File: src/rtl/allophone_pkg.sv
// rtl/allophone_pkg.sv - shared widths, FSM states and table-entry layout for the allophone player
package allophone_pkg;
  localparam int CODE_W          = 6;
  localparam int ADDR_W          = 16;
  localparam int LEN_W           = 12;
  localparam int CLK_DIV_DEFAULT = 12500;

  typedef enum logic [2:0] {
    ST_IDLE,
    ST_LOOKUP,
    ST_PLAY,
    ST_FETCH,
    ST_DRAIN
  } state_e;

  typedef struct packed {
    logic [ADDR_W-1:0] start;
    logic [LEN_W-1:0]  len;
    logic              silent;
  } entry_t;
endpackage

File: src/rtl/allophone_if.sv
// rtl/allophone_if.sv - code handshake, sample-ROM port and DAC outputs of the allophone player
interface allophone_if;
  import allophone_pkg::*;

  logic [CODE_W-1:0] code;
  logic              code_valid;
  logic              code_ready;
  logic              busy;
  logic [ADDR_W-1:0] rom_addr;
  logic              rom_en;
  logic signed [7:0] rom_data;
  logic signed [7:0] sample;
  logic              hush;

  modport slave (
    input  code, code_valid, rom_data,
    output code_ready, busy, rom_addr, rom_en, sample, hush
  );

  modport master (
    output code, code_valid, rom_data,
    input  code_ready, busy, rom_addr, rom_en, sample, hush
  );
endinterface

File: src/rtl/allophone_table.sv
// rtl/allophone_table.sv - combinational allophone code to sample-ROM entry lookup
module allophone_table
  import allophone_pkg::*;
(
  input  logic [CODE_W-1:0] code_i,
  output entry_t            entry_o
);

  // Codes 0-4 are pauses measured in ticks; voiced codes hold the current ROM image layout.
  always_comb begin
    entry_o = '{start: ADDR_W'({code_i, 8'h00}), len: LEN_W'(code_i), silent: 1'b0};
    case (code_i)
      6'd0:    entry_o = '{start: '0, len: LEN_W'(80),   silent: 1'b1};
      6'd1:    entry_o = '{start: '0, len: LEN_W'(240),  silent: 1'b1};
      6'd2:    entry_o = '{start: '0, len: LEN_W'(360),  silent: 1'b1};
      6'd3:    entry_o = '{start: '0, len: LEN_W'(800),  silent: 1'b1};
      6'd4:    entry_o = '{start: '0, len: LEN_W'(1600), silent: 1'b1};
      6'd10:   entry_o = '{start: 16'h0100, len: LEN_W'(3), silent: 1'b0};
      6'd11:   entry_o = '{start: 16'h0200, len: LEN_W'(2), silent: 1'b0};
      6'd12:   entry_o = '{start: 16'h0300, len: LEN_W'(0), silent: 1'b0};
      6'd13:   entry_o = '{start: 16'hFFFE, len: LEN_W'(4), silent: 1'b0};
      default: ;
    endcase
  end

endmodule

File: src/rtl/allophone_player.sv
// rtl/allophone_player.sv - plays allophones from a sample ROM into the delta-sigma DAC at a fixed rate
module allophone_player
  import allophone_pkg::*;
#(
  parameter int CLK_DIV = CLK_DIV_DEFAULT
) (
  input  logic        clk,
  input  logic        rst,
  allophone_if.slave  bus
);

  localparam int CNT_W = (CLK_DIV > 1) ? $clog2(CLK_DIV) : 1;

  state_e            state_q, state_d;
  logic [CNT_W-1:0]  cnt_q, cnt_d;
  logic [CODE_W-1:0] code_q, code_d;
  logic [ADDR_W-1:0] addr_q, addr_d;
  logic [LEN_W-1:0]  rem_q, rem_d;
  logic              silent_q, silent_d;
  logic signed [7:0] sample_q, sample_d;
  logic              hush_q, hush_d;

  logic   tick;
  logic   ready;
  logic   xfer;
  logic   rom_en;
  entry_t entry;

  allophone_table u_table (
    .code_i  (code_q),
    .entry_o (entry)
  );

  assign tick  = (cnt_q == CNT_W'(CLK_DIV - 1));
  assign cnt_d = tick ? '0 : cnt_q + 1'b1;
  assign xfer  = bus.code_valid && ready;

  always_comb begin
    state_d  = state_q;
    code_d   = xfer ? bus.code : code_q;
    addr_d   = addr_q;
    rem_d    = rem_q;
    silent_d = silent_q;
    sample_d = sample_q;
    hush_d   = hush_q;
    ready    = (state_q == ST_IDLE) || (state_q == ST_DRAIN);
    rom_en   = 1'b0;
    case (state_q)
      ST_IDLE: if (xfer) state_d = ST_LOOKUP;
      ST_LOOKUP: begin
        addr_d   = entry.start;
        rem_d    = entry.len;
        silent_d = entry.silent;
        if (entry.len == '0) begin
          state_d  = ST_IDLE;
          hush_d   = 1'b1;
          sample_d = '0;
        end else begin
          state_d  = ST_PLAY;
        end
      end
      ST_PLAY: if (tick) begin
        if (silent_q) begin
          sample_d = '0;
          hush_d   = 1'b1;
          rem_d    = rem_q - 1'b1;
          if (rem_q == LEN_W'(1)) state_d = ST_DRAIN;
        end else begin
          rom_en  = 1'b1;
          state_d = ST_FETCH;
        end
      end
      ST_FETCH: begin
        sample_d = bus.rom_data;
        hush_d   = 1'b0;
        addr_d   = addr_q + 1'b1;
        rem_d    = rem_q - 1'b1;
        state_d  = (rem_q == LEN_W'(1)) ? ST_DRAIN : ST_PLAY;
      end
      // A new code beats the end-of-period hush so back-to-back allophones stay gapless.
      ST_DRAIN: begin
        if (xfer) begin
          state_d = ST_LOOKUP;
        end else if (tick) begin
          hush_d   = 1'b1;
          sample_d = '0;
          state_d  = ST_IDLE;
        end
      end
      default: state_d = ST_IDLE;
    endcase
  end

  always_ff @(posedge clk) begin
    if (rst) begin
      state_q  <= ST_IDLE;
      cnt_q    <= '0;
      code_q   <= '0;
      addr_q   <= '0;
      rem_q    <= '0;
      silent_q <= 1'b0;
      sample_q <= '0;
      hush_q   <= 1'b1;
    end else begin
      state_q  <= state_d;
      cnt_q    <= cnt_d;
      code_q   <= code_d;
      addr_q   <= addr_d;
      rem_q    <= rem_d;
      silent_q <= silent_d;
      sample_q <= sample_d;
      hush_q   <= hush_d;
    end
  end

  assign bus.code_ready = ready;
  assign bus.busy       = (state_q != ST_IDLE);
  assign bus.rom_addr   = addr_q;
  assign bus.rom_en     = rom_en;
  assign bus.sample     = sample_q;
  assign bus.hush       = hush_q;

endmodule

File: src/flat_wrapper.sv
// flat-port wrapper written by rule: the top's interface ports become plain ports
module allophone_player_flat import allophone_pkg::*;
#(
  parameter int CLK_DIV = CLK_DIV_DEFAULT
)
  (clk, rst, bus_code, bus_code_valid, bus_rom_data, bus_code_ready, bus_busy, bus_rom_addr, bus_rom_en, bus_sample, bus_hush);
  allophone_if bus_i ();
  input  logic clk;
  input  logic rst;
  input wire logic [$bits(bus_i.code)-1:0] bus_code;
  input wire logic [$bits(bus_i.code_valid)-1:0] bus_code_valid;
  input wire logic [$bits(bus_i.rom_data)-1:0] bus_rom_data;
  output wire logic [$bits(bus_i.code_ready)-1:0] bus_code_ready;
  output wire logic [$bits(bus_i.busy)-1:0] bus_busy;
  output wire logic [$bits(bus_i.rom_addr)-1:0] bus_rom_addr;
  output wire logic [$bits(bus_i.rom_en)-1:0] bus_rom_en;
  output wire logic [$bits(bus_i.sample)-1:0] bus_sample;
  output wire logic [$bits(bus_i.hush)-1:0] bus_hush;
  assign bus_i.code = bus_code;
  assign bus_i.code_valid = bus_code_valid;
  assign bus_i.rom_data = bus_rom_data;
  assign bus_code_ready = bus_i.code_ready;
  assign bus_busy = bus_i.busy;
  assign bus_rom_addr = bus_i.rom_addr;
  assign bus_rom_en = bus_i.rom_en;
  assign bus_sample = bus_i.sample;
  assign bus_hush = bus_i.hush;
  allophone_player #(.CLK_DIV(CLK_DIV)) u_core (.clk(clk), .rst(rst), .bus(bus_i));
endmodule
File: config.mk
export PLATFORM = sky130hd
export DESIGN_NAME = allophone_player_flat
export DESIGN_NICKNAME = d
export VERILOG_FILES = /design/src/rtl/allophone_pkg.sv /design/src/rtl/allophone_if.sv /design/src/rtl/allophone_table.sv /design/src/rtl/allophone_player.sv /design/src/flat_wrapper.sv
export SDC_FILE = /design/constraint.sdc
export NUM_CORES = 1
export LEC_CHECK = 0
export ABC_AREA = 1
export BUFFER_PORTS_ARGS = -buffer_cell sky130_fd_sc_hd__buf_2
export CELL_PAD_IN_SITES_DETAIL_PLACEMENT = 0
export CELL_PAD_IN_SITES_GLOBAL_PLACEMENT = 1
export CORE_MARGIN = 2
export CORE_UTILIZATION = 37
export CTS_CLUSTER_DIAMETER = 50
export DETAILED_ROUTE_END_ITERATION = 7
export MAX_ROUTING_LAYER = met4
export PLACE_DENSITY_LB_ADDON = 0.1
export REMOVE_ABC_BUFFERS = 1
export SLEW_MARGIN = 40
export SYNTH_ARGS = -nofsm -noshare
export SYNTH_HDL_FRONTEND = slang
export SYNTH_SLANG_ARGS = --single-unit
File: constraint.sdc
create_clock -name clk -period 3.8 [get_ports clk]
set_input_delay 0 -clock clk [delete_from_list [all_inputs] [get_ports clk]]
set_output_delay 0 -clock clk [all_outputs]
set_load 0.02 [all_outputs]
==> flow_summary.yaml <==
grt:
  met2_usage_pct: 31.12
  met1_usage_pct: 24.70
  antenna_found_initial: 0
  grt_pass1_vias: 3288
  grt-busiest-layer: "met2"
  grt_max_degree: 28
  use_met3_pct: 4.203
  grt_first_pass_wirelength_mm: 15.52
  grt_usage_pct: 19.19
  grt-ovfl-total: 0
layout:
  area.growth.synth_to_final_pct: 16.19
  nNetsFinal: 630
  drive_gt1_share_pct: 15.64
  fillers: 1035
  stdcell_area_sq_um: 4177
  diodes: 0
logic_synthesis:
  synth_area_leaders: "dfxtp_1 34%, nand2_1 14%, nor2_1 10%"
  synthMostInstantiatedCell: "nand2_1"
  syn_area_sq_um: 3595
  ys_warn_count: 0
  synth_top_area_cell: "dfxtp_1"
  ys.flop_type: "dfxtp_1"
  syn_inst: 557
  synth_top_cell_area_share_pct: 33.97
  synth.avg_cell_area_sq_um: 6.454
  synth_common_cells: "132 x nand2_1, 96 x nor2_1, 61 x dfxtp_1, 44 x nand3_1, 43 x inv_1"
  seq_area_frac_synth_pct: 33.97
  synthArstFlopShare_pct: 0
  synth_cell_types: 38
  synth-edff-count: 0
  ys_seq_elements: 61
worst_setup_path:
  crit_required_ps: 4010
  worst-setup-path-type: "reg2reg"
  critical-path-max-stage-delay_ps: 360
  worstSetupStartpointType: "register"
  cp_common_cell: "nor2_1"
  worst_ep_arrival_time_ps: 2210
  critical-path-top-delay-family: "simple AND/OR/NAND/NOR gates"
  critPathSlowestCell: "dfxtp_1"
  worstRegToRegCells: 10
  crit_fanout: 13
  cp-end-kind: "register"
  worstPathCellList: "ha_1 > nand3_1 > nor2_1 > nand2_2 > nand2_2 > nand2_2 > inv_2 > nor2_1 > nor2_1 > nor2_1"
  timing.rr.end: "u_core.rem_q[10]$_SDFFE_PP0P_"
  r2r_slack_ps: 1810
  r2r-start: "u_core.cnt_q[0]$_SDFF_PP0_"
  cp.buffers_inverters: 1
floorplan:
  die_h_um: 102.6
  die_w_um: 102.6
  die_area_sq_um: 10520
  core_sq_um: 9328
  num_rows: 35
  start_util_pct: 38.54
  ios: 45
timing:
  finalCriticalPeriod_ps: 1993
  drv_slew: 0
  rsz0062_at_grt: "false"
  hold_viol_final: 0
  relSlewSlack_pct: 65.23
  fmax_mhz: 501.7
  fin_crit_sh_pct: 52.45
  setup_viol: 0
  tns_ps: 0
  clock_skew_ps: 9.587
  tightest_slew_ps: 521.6
route:
  antenna_left: 0
  vias: 3615
  vias_per_cell: 4.865
  drt_pre_antenna_iters: 4
  first_iter_violations: 137
  route.detailed.drc: 0
  wirelength_mm: 9.250
  wire_per_inst_um: 12.45
placed_design:
  dpl_cell_area_sq_um: 3899
  dp_hpwl_mm: 6.703
  gp_congestion: 0.8510
  io_buffer_count: 44
clock_network:
  cts_sinks: 61
  cts_buffers: 9
  path_clk_slew_ps: 70
  htreeDepth: 3
  clockBufferDepth: 2
  post_cts_resized: 0
  clock_latency_ps: 340
  cts-root-buf: "clkbuf_8"
  cts_tree: "done"
hold_path:
  min-delay-start: "bus_rom_data[5]"
  whs_endpoint: "u_core.bus.sample[5]$_SDFFE_PP0P_"
  min-delay-path-class: "in2reg"
  whs_path_depth: 5
pwr:
  power.leakage_nw: 1.797
  ir_drop_v: 0.0003898
  powerDensity_nw_per_um2: 754.1
flow_run:
  max_cap_violations: 0
outcome:
  status: "finished, final reports clean"
## kinds of logic after synthesis
kind of cell / count (synthesis) / synth area share [%]
AOI/OAI and AO/OA: 87 / 13.30
xor gates and xnor gates: 11 / 2.680
and+or+nand+nor: 322 / 40.17
buffers and inverters: 72 / 8.493
adders and majority gates: 4 / 1.392
DFF: 61 / 33.97
## sequential cells by signal (all words and copies together), names as in the netlist
signal and flops:
u_core.bus.sample 8, u_core.silent_q 1, u_core.code_q 6, u_core.bus.rom_addr 16, u_core.rem_q 12, u_core.state_q 3, u_core.bus.hush 1, u_core.cnt_q 14
## final cells by class
type | instances | area (sq um) | share of cell area (%)
repair buffers | 55 | 327.8 | 7.849
inverters | 58 | 220.2 | 5.273
multi-input cells | 424 | 2068 | 49.52
clock inverters | 4 | 22.52 | 0.5392
flip-flops and latches | 61 | 1221 | 29.24
well taps | 129 | 161.4 | 3.865
clock buffers | 12 | 155.1 | 3.715
## worst register-to-register path, cell delays in order (launching register included)
cell	delay, ps
dfxtp_1	360
ha_1	240
nand3_1	90
nor2_1	130
nand2_2	130
nand2_2	240
nand2_2	240
inv_2	240
nor2_1	60
nor2_1	100
nor2_1	40
## report_power, final
group / switching [mW] / internal (mW) / total [mW]
Clock: 0.262 / 0.269 / 0.531
Sequential: 0.156 / 0.804 / 0.959
Combinational: 1.11 / 0.545 / 1.66
## layout by cell type, fill, tap and decap left out, types with 4 or more instances in the layout
| cell | Yosys | layout |
|---|---|---|
| nor2_1 | 96 | 96 |
| clkbuf_8 | 0 | 11 |
| ha_1 | 4 | 4 |
| dlygate4sd3_1 | 0 | 10 |
| o21ai_1 | 14 | 14 |
| nand4_1 | 14 | 14 |
| o21ai_0 | 19 | 19 |
| nand2_2 | 6 | 6 |
| xor2_1 | 9 | 9 |
| nor3_1 | 10 | 10 |
| dfxtp_1 | 61 | 61 |
| inv_1 | 43 | 43 |
| a31oi_1 | 6 | 6 |
| buf_2 | 5 | 44 |
| nor2_2 | 4 | 4 |
| nand2_1 | 132 | 132 |
| inv_2 | 12 | 12 |
| nand3_1 | 44 | 44 |
| a21oi_1 | 41 | 41 |
## per-layer routing
layer / vias to the layer above / routed length, um
li1: 1909 / -
met1: 1632 / 4499
met2: 65 / 4300
met3: 9 / 371
met4: 0 / 78
met5: - / 0
## what timing repair did
item	in CTS	in global routing
endpoints found under the hold margin	10	0
setup buffers	0	0
hold buffers	10	0
## worst max-delay path by stage
stage / startpoint / to / slack (ps) / cells after the start
floorplan: u_core.cnt_q[0]$_SDFF_PP0_ / u_core.rem_q[10]$_SDFFE_PP0P_ / 2170 / 10
global placement: u_core.cnt_q[0]$_SDFF_PP0_ / u_core.rem_q[10]$_SDFFE_PP0P_ / 1840 / 10
detailed placement: u_core.cnt_q[0]$_SDFF_PP0_ / u_core.rem_q[10]$_SDFFE_PP0P_ / 1800 / 10
CTS: u_core.cnt_q[0]$_SDFF_PP0_ / u_core.rem_q[10]$_SDFFE_PP0P_ / 1790 / 10
global route: u_core.cnt_q[0]$_SDFF_PP0_ / u_core.rem_q[10]$_SDFFE_PP0P_ / 1600 / 10
finish: u_core.cnt_q[0]$_SDFF_PP0_ / u_core.rem_q[10]$_SDFFE_PP0P_ / 1810 / 10
## through the flow
| stage | worst slack (ps) | util, % | power, mW | hold WS (ps) | std cells |
|---|---|---|---|---|---|
| 2_1_floorplan | 2171 | - | 2.209 | 69.07 | 543 |
| 3_3_place_gp | 1839 | 41.80 | 2.633 | 264.0 | 717 |
| 6_report | 1807 | 44.78 | 3.149 | 5.072 | 743 |
| 5_1_grt | 1597 | 44.78 | 3.470 | 20.29 | 743 |
| 3_5_place_dp | 1800 | 41.80 | 2.628 | 274.5 | 717 |
| 4_1_cts | 1791 | 44.78 | 3.181 | 0.7578 | 743 |
Power figures use the tool's default switching activity.
